===== config.mk =====
export PLATFORM = sky130hd
export DESIGN_NAME = scroll_motion_ctrl
export DESIGN_NICKNAME = d
export VERILOG_FILES = /design/src/rtl/scroll_motion_ctrl.sv
export SDC_FILE = /design/constraint.sdc
export NUM_CORES = 1
export LEC_CHECK = 0
export CORE_MARGIN = 1.5
export CORE_UTILIZATION = 50
export DETAILED_ROUTE_END_ITERATION = 10
export GPL_TIMING_DRIVEN = 0
export PLACE_DENSITY = 0.74
export SYNTH_ARGS = -nofsm -noshare
export SYNTH_HDL_FRONTEND = slang
export SYNTH_SLANG_ARGS = --single-unit

===== constraint.sdc =====
create_clock -name i_pix_clk -period 3.4 [get_ports i_pix_clk]
set_input_delay 0.34 -clock i_pix_clk [delete_from_list [all_inputs] [get_ports i_pix_clk]]
set_output_delay 0.34 -clock i_pix_clk [all_outputs]
set_load 0.01 [all_outputs]

===== src/rtl/scroll_motion_ctrl.sv =====
// Purpose: frame-divided scroll offset generator with per-axis bounce (or wrap with SCROLL_WRAP_EN).
// Latency: offsets/velocities/pulses update exactly 3 clocks after the edge that detects a counted vsync.
// Backpressure: none; frame starts arriving mid-update are dropped, velocity loads mid-update are held pending.
module scroll_motion_ctrl #(
    parameter int                 MAX_X      = 200,
    parameter int                 MAX_Y      = 150,
    parameter int                 FRAME_DIV  = 8,
    parameter logic signed [15:0] INIT_VEL_X = 16'sd2,
    parameter logic signed [15:0] INIT_VEL_Y = 16'sd1
) (
    input  logic               i_pix_clk,
    input  logic               i_reset_n,
    input  logic               i_vert_sync,
    input  logic               i_enable,
    input  logic               i_vel_load,
    input  logic signed [15:0] i_vel_x,
    input  logic signed [15:0] i_vel_y,
    output logic signed [15:0] o_offset_x,
    output logic signed [15:0] o_offset_y,
    output logic signed [15:0] o_vel_x,
    output logic signed [15:0] o_vel_y,
    output logic               o_frame_tick,
    output logic               o_bounce_x,
    output logic               o_bounce_y
);

    typedef enum logic [1:0] {
        ST_IDLE,
        ST_COUNT,
        ST_CALC,
        ST_COMMIT
    } state_t;

    typedef struct packed {
        logic               hit;
        logic signed [15:0] vel;
        logic signed [15:0] off;
    } axis_t;

    localparam logic signed [16:0] MAX_X_S  = 17'(MAX_X);
    localparam logic signed [16:0] MAX_Y_S  = 17'(MAX_Y);
    localparam logic [7:0]         CNT_LAST = 8'(FRAME_DIV - 1);

    state_t             state;
    logic               vs_q;
    logic               sync_armed;
    logic               frame_start;
    logic [7:0]         frame_cnt;
    logic signed [16:0] next_x;
    logic signed [16:0] next_y;
    logic               pend_vld;
    logic signed [15:0] pend_x;
    logic signed [15:0] pend_y;
    axis_t              res_x;
    axis_t              res_y;

    // Resolve one axis against its bound: clamp and reflect, or wrap around.
    function automatic axis_t resolve(input logic signed [16:0] nxt,
                                      input logic signed [15:0] vel,
                                      input logic signed [16:0] max_v);
        axis_t r;
        r.hit = 1'b0;
        r.vel = vel;
        r.off = nxt[15:0];
`ifdef SCROLL_WRAP_EN
        if (nxt >= max_v) begin
            r.hit = 1'b1;
            r.off = 16'(nxt - max_v);
        end else if (nxt < 17'sd0) begin
            r.hit = 1'b1;
            r.off = 16'(nxt + max_v);
        end
`else
        if (nxt >= max_v) begin
            r.hit = 1'b1;
            r.off = 16'(max_v - 17'sd1);
            r.vel = -vel;
        end else if (nxt < 17'sd0) begin
            r.hit = 1'b1;
            r.off = '0;
            r.vel = -vel;
        end
`endif
        return r;
    endfunction

    // A vsync already high when reset releases must see a low level before it can count.
    assign frame_start = i_vert_sync & ~vs_q & sync_armed;

    // Bound handling for the sums captured in CALC, consumed in COMMIT.
    always_comb begin
        res_x = resolve(next_x, o_vel_x, MAX_X_S);
        res_y = resolve(next_y, o_vel_y, MAX_Y_S);
    end

    // Update sequencer: frame division, sum, commit, plus velocity load/pending handling.
    always_ff @(posedge i_pix_clk or negedge i_reset_n) begin
        if (!i_reset_n) begin
            state        <= ST_IDLE;
            vs_q         <= 1'b0;
            sync_armed   <= 1'b0;
            frame_cnt    <= '0;
            next_x       <= '0;
            next_y       <= '0;
            pend_vld     <= 1'b0;
            pend_x       <= '0;
            pend_y       <= '0;
            o_offset_x   <= '0;
            o_offset_y   <= '0;
            o_vel_x      <= INIT_VEL_X;
            o_vel_y      <= INIT_VEL_Y;
            o_frame_tick <= 1'b0;
            o_bounce_x   <= 1'b0;
            o_bounce_y   <= 1'b0;
        end else begin
            vs_q         <= i_vert_sync;
            o_frame_tick <= 1'b0;
            o_bounce_x   <= 1'b0;
            o_bounce_y   <= 1'b0;
            if (!i_vert_sync) begin
                sync_armed <= 1'b1;
            end
            case (state)
                ST_IDLE: begin
                    if (frame_start && i_enable) begin
                        state <= ST_COUNT;
                    end
                    // A fresh strobe is newer than anything left pending from the last update.
                    if (i_vel_load) begin
                        o_vel_x  <= i_vel_x;
                        o_vel_y  <= i_vel_y;
                        pend_vld <= 1'b0;
                    end else if (pend_vld) begin
                        o_vel_x  <= pend_x;
                        o_vel_y  <= pend_y;
                        pend_vld <= 1'b0;
                    end
                end
                ST_COUNT: begin
                    if (i_vel_load) begin
                        o_vel_x <= i_vel_x;
                        o_vel_y <= i_vel_y;
                    end
                    if (frame_cnt == CNT_LAST) begin
                        frame_cnt <= '0;
                        state     <= ST_CALC;
                    end else begin
                        frame_cnt <= frame_cnt + 8'd1;
                        state     <= ST_IDLE;
                    end
                end
                ST_CALC: begin
                    next_x <= {o_offset_x[15], o_offset_x} + {o_vel_x[15], o_vel_x};
                    next_y <= {o_offset_y[15], o_offset_y} + {o_vel_y[15], o_vel_y};
                    if (i_vel_load) begin
                        pend_vld <= 1'b1;
                        pend_x   <= i_vel_x;
                        pend_y   <= i_vel_y;
                    end
                    state <= ST_COMMIT;
                end
                ST_COMMIT: begin
                    o_offset_x   <= res_x.off;
                    o_offset_y   <= res_y.off;
                    o_vel_x      <= res_x.vel;
                    o_vel_y      <= res_y.vel;
                    o_bounce_x   <= res_x.hit;
                    o_bounce_y   <= res_y.hit;
                    o_frame_tick <= 1'b1;
                    if (i_vel_load) begin
                        pend_vld <= 1'b1;
                        pend_x   <= i_vel_x;
                        pend_y   <= i_vel_y;
                    end
                    state <= ST_IDLE;
                end
                default: begin
                    state <= ST_IDLE;
                end
            endcase
        end
    end

endmodule


After elaboration in Yosys (flattened, before gate mapping). Index checks and enable logic that the tools add are counted.

$add $sub $neg: 5. $lt $le $gt $ge: 4. Eq/ne operators: 10. Mux-type cells: 21. Bitwise logic cells: 3. Reductions and logical operators: 9.

Operators by type and width (number): 2-to-1 mux 33 bit (4); 2-to-1 mux 16 bit (6); one-hot mux 16 bit (3 select lines) (2); adder 16 x 16 -> 17 bit (2); greater-or-equal comparator 17 x 9 -> 1 bit, second input constant (2); < comparator 17 x 1 -> 1 bit, second input constant (2); negator 16 bit (2); inequality test 3 bit, second input constant (3); adder 8 x 1 -> 8 bit, second input constant (1); equality test 8 x 3 -> 1 bit, second input constant (1); 2-to-1 mux 8 bit (1); one-hot mux 2 bit (4 select lines) (1); AND reduction 4 bit (2); equality test 2 bit, second input constant (2); 2-to-1 mux 1 bit (4); 2-to-1 mux 2 bit (2); inequality test 2 bit, second input constant (2); AND reduction 2 bit (2); nonzero test 3 bit (1); bitwise AND 1 bit (2); equality test 2 x 1 -> 1 bit, second input constant (1); zero test 2 bit (1); inequality test 2 x 1 -> 1 bit, second input constant (1); one-hot mux 1 bit (2 select lines) (1); 4 further kinds (4).

Bits in registers: 146. Bits of input ports: 37. Output and inout port bits: 67. Logic and storage cells: 68.

Logic depth before layout (Yosys ltp).
Depth after elaboration: 6. Depth in mapped cells: 8. Depth with buffers taken out: 8.

Worst setup path after synthesis. OpenSTA, ideal clock, no wires.

Kind: flip-flop to flip-flop. Start: register o_vel_y[1]. End: register o_vel_y[15]. Setup time: 0.123 ns. Data arrival time: 2.513 ns. Data required time: 3.277 ns. Slack: 0.764 ns. Stages on the path, launching flop included: 7. Buffers on the path: 0. Cell sequence: dfrtp_1 or2_1 or4_4 or4_4 or3_4 o41a_1 o221a_1.

Word-level cells in the longest chain between the ends: 4.

Ends and longest elaborated chain: start: declaration (line 21) `output logic signed [15:0] o_vel_y,`; start signal: assignment (line 131) `o_vel_y <= i_vel_y;`; start signal: assignment (line 135) `o_vel_y <= pend_y;`; start signal: assignment (line 142) `o_vel_y <= i_vel_y;`; negator 16 bit (*) (line 77, 81); 2-to-1 mux 33 bit (line 78) `end else if (nxt < 17'sd0) begin`; 2-to-1 mux 33 bit (*) (line 74) `if (nxt >= max_v) begin`; one-hot mux 16 bit (3 select lines) (*) (line 123) `case (state)`.

Mark *: on every way between the ends. The rest lies on a longest branch, timed or not. The select of a mux whose other input is x is not followed. A chain may end at the register's enable or synchronous reset.

Worst setup path in the final report.
Start: register state[0]. End: register o_vel_x[9].

Word-level cells in the longest chain between the ends: 3. Elaborated cells on any way between the ends: 9.

Ends and longest elaborated chain: start: declaration (line 44) `state_t state;`; start signal: assignment (line 99) `state <= ST_IDLE;`; start signal: assignment (line 126) `state <= ST_COUNT;`; start signal: assignment (line 146) `state <= ST_CALC;`; equality test 2 bit, or another cell as far along (line 123); inequality test 3 bit (no source line), or another cell as far along; AND reduction 4 bit (no source line); end signal: assignment (line 130) `o_vel_x <= i_vel_x;`; end signal: assignment (line 134) `o_vel_x <= pend_x;`; end signal: assignment (line 141) `o_vel_x <= i_vel_x;`; end: declaration (line 20) `output logic signed [15:0] o_vel_x,`.

Several ways; a longest one is shown, not always the timed one.

==> flow_summary_export.csv <==
group,metric,value,unit
yosys,syn_inst,801,
timing,hold_viol_final,33,
floorplanning,row_count,45,
final_layout,layout-drive-gt1-share,0.08013,
final_layout,finish.net_count,997,
pwr,p_per_area,828.3,mW/mm^2
yosys,ys.flop_type,"dfrtp_1",
timing,tightest_slew,0.7853,ns
setup_path,cp-start-kind,"flip-flop",
timing,slew_headroom,0.4764,
detailed_routing,antenna_left,0,
clock_tree,cts-root-buf,"clkbuf_16",
clock_tree,cts.sinks,146,
yosys,synth-warning-count,0,
floorplanning,design.portCount,104,
global_routing,grt_max_degree,86,
detailed_routing,wl_per_cell,18.01,um
floorplanning,die_x,128.2,um
global_routing,grtUsageTotal,0.2600,
clock_tree,cts_resized,0,
detailed_routing,routed_wl,20660,um
clock_tree,tritoncts,"done",
timing,setup_viol,0,
clock_tree,cts_setup_buffers,0,
yosys,synth_cell_type_count,63,
global_routing,grt_pass1_wl,32960,um
timing,fin_crit,2.876,ns
setup_path,critPathCaptureType,"flip-flop",
setup_path,worst-endpoint-arrival,3.20,ns
outcome,outcome,"finished, violations left",
clock_tree,cts_buffer_depth,2,
setup_path,worstPathRequired,3.72,ns
yosys,synth-edff-count,0,
setup_path,rrSetupSlack,0.52,ns
timing,fin_ws,0.5239,ns
place,io_buffers,102,
timing,holdWs,-0.02086,ns
yosys,synth-async-reset-ratio,1.000,
detailed_routing,via_per_inst,5.889,
timing,skew,0.004957,ns
floorplanning,die_h,128.2,um
floorplanning,die_area,0.01643,sq mm
final_layout,area_delta_synth_final,24.90,%
detailed_routing,drtIter0Drc,573,
outcome,violations,"negative hold slack",
detailed_routing,vias,6755,
floorplanning,start_util,0.5135,
yosys,ys_ff_latch,146,
pwr,ir_drop,0.4523,mV
place,place.gp.congestion,0.8806,
clock_tree,path_clk_slew,0.06,ns
yosys,syn_area_per_cell,9.782,sq um
setup_path,cp_max_fo,10,
timing,slew_viol_final,0,
global_routing,grt_antenna_before_repair,0,
detailed_routing,dr.pass1.iters,6,
timing,fmax,0.3477,GHz
yosys,yosysSeqAreaShare,0.4666,
clock_tree,cts_made_buffers,17,
pwr,power_leakage,4.313,nW
global_routing,grt_pass1_vias,6393,
setup_path,crit_type,"flip-flop to flip-flop",
hold_path,holdCritPathClass,"input port to asynchronous set/reset pin",
place,dp_slack,0.6360,ns
yosys,syn-num-nets,875,
job,drv_cap,0,
final_layout,antenna_cells,0,
yosys,syn-cell-area,0.007835,sq mm
global_routing,overflow,0,
clock_tree,clk_latency,0.42,ns
clock_tree,htreeDepth,4,
clock_tree,postCtsHoldBufs,0,
place,dp_hpwl,15100,um
detailed_routing,drc_errors,0,
floorplanning,core_region_area,0.01526,sq mm
timing,finalCritPeriodShare,0.8459,
timing,rsz0062_at_grt,"no",
worst paths after layout:
kind                        startpoint         end  cells after the start
max                           state[0]  o_vel_x[9]                      8
min                          i_reset_n   pend_y[9]                      1
max reg2reg                   state[0]  o_vel_x[9]                      8
min reg2reg                 sync_armed  sync_armed                      1
max in group asynchronous    i_reset_n  o_vel_x[1]                      2
min in group i_pix_clk     i_vert_sync        vs_q                      1
registers in the layout (all words and copies together), names as in the netlist, 8 cells and up, named ones only:
name,cells
next_x,17
next_y,17
o_offset_x,16
o_offset_y,16
o_vel_x,16
o_vel_y,16
pend_x,16
pend_y,16
frame_cnt,8
stage by stage:
stage	cell area (sq um)	TNS [ns]	cells	utilization	total power, W
after floorplan	7835	0	801	-	0.004820
after global placement	9120	-560.71	1114	0.5977	0.005953
after detailed placement	9149	0	1115	0.5996	0.006057
after CTS	9786	0	1147	0.6413	0.008083
after global routing	9786	0	1147	0.6413	0.008590
final	9786	0	1147	0.6413	0.008106
logic make-up (layout without fill, tap and decap cells):
logic type,after synthesis,after routing,synth area share
multiplexers,37,37,0.05238
flip-flops,146,146,0.4666
AND/OR/NAND/NOR,243,243,0.1493
adder cells (fa/ha/maj),37,37,0.06100
buffers and inverters,56,191,0.02683
XOR/XNOR,31,31,0.03465
AO/OA/AOI/OAI,251,251,0.2092
routing by layer:
| metal | GRT usage | share of wire | vias to the layer above |
|---|---|---|---|
| met5 | 0 | 0 | - |
| met4 | 0.09782 | 0.025 | 0 |
| met3 | 0.05259 | 0.057 | 48 |
| met2 | 0.4016 | 0.46 | 242 |
| met1 | 0.3630 | 0.46 | 3261 |
| li1 | - | - | 3204 |
synthesized netlist by cell type, types with 7 or more instances:
| library cell | instances | area (sq um) |
|---|---|---|
| xnor2_1 | 18 | 157.7 |
| a2bb2oi_1 | 10 | 87.58 |
| a21oi_1 | 59 | 295.3 |
| inv_1 | 22 | 82.58 |
| mux2_2 | 32 | 360.4 |
| nor3_1 | 13 | 65.06 |
| dfrtp_1 | 144 | 3603 |
| a221oi_1 | 9 | 78.83 |
| xor2_1 | 13 | 113.9 |
| nand3_1 | 11 | 55.05 |
| o21ai_0 | 65 | 325.3 |
| nand2_1 | 99 | 371.6 |
| and3_1 | 7 | 43.79 |
| and2_1 | 17 | 106.4 |
| nor2_1 | 43 | 161.4 |
| a22o_1 | 7 | 61.31 |
| ha_1 | 35 | 437.9 |
| nor2b_1 | 11 | 68.82 |
| o31ai_1 | 16 | 120.1 |
| a31oi_1 | 12 | 75.07 |
| clkbuf_1 | 29 | 108.9 |
| nand2b_1 | 8 | 50.05 |
| a22oi_1 | 16 | 120.1 |
| a21o_1 | 8 | 60.06 |
power breakdown:
part           total, W  leakage, nW  internal [W]  switching [W]
combinational   0.00303         2.14       0.00145        0.00158
sequential      0.00306         1.88       0.00235       0.000707
clock           0.00201        0.295       0.00127       0.000745
layout by cell type, fill, tap and decap left out, types with 5 or more instances in the layout:
cell	instances
inv_1	22
nand2_1	99
a211oi_1	6
a21o_1	8
nor4_1	5
nand4_1	6
and2_1	17
dfrtp_1	144
clkbuf_1	30
nand2b_1	8
xnor2_1	18
a21oi_1	59
nor2b_1	11
mux2i_1	5
a22oi_1	16
xor2_1	13
a31oi_1	12
clkbuf_16	17
nor3_1	13
a221oi_1	9
nand3_1	11
nor2_1	43
mux2_2	32
clkinvlp_4	5
clkdlybuf4s50_1	101
a2bb2oi_1	10
and3_1	7
a22o_1	7
or3_1	6
o21ai_0	65
o31ai_1	16
ha_1	35
final cells by class:
cell class | instances | area, sq um
buffer | 33 | 123.9
inverter | 23 | 86.33
sequential | 146 | 3656
clock inverter | 12 | 180.2
timing repair buffer | 103 | 1050
tap | 211 | 264.0
clock buffer | 20 | 456.7
fill | 1289 | 5473
multi-input combinational | 599 | 3969
worst max-delay path, stage by stage, from the launching register on:
cell	delay (ns)
dfrtp_1	0.37
clkbuf_1	0.37
nor2_1	0.26
nor2_1	0.55
clkbuf_1	0.49
a22oi_1	0.25
a21oi_1	0.19
nor2_1	0.06
a221oi_1	0.22
Note: power is estimated with default switching activity, not from simulation.
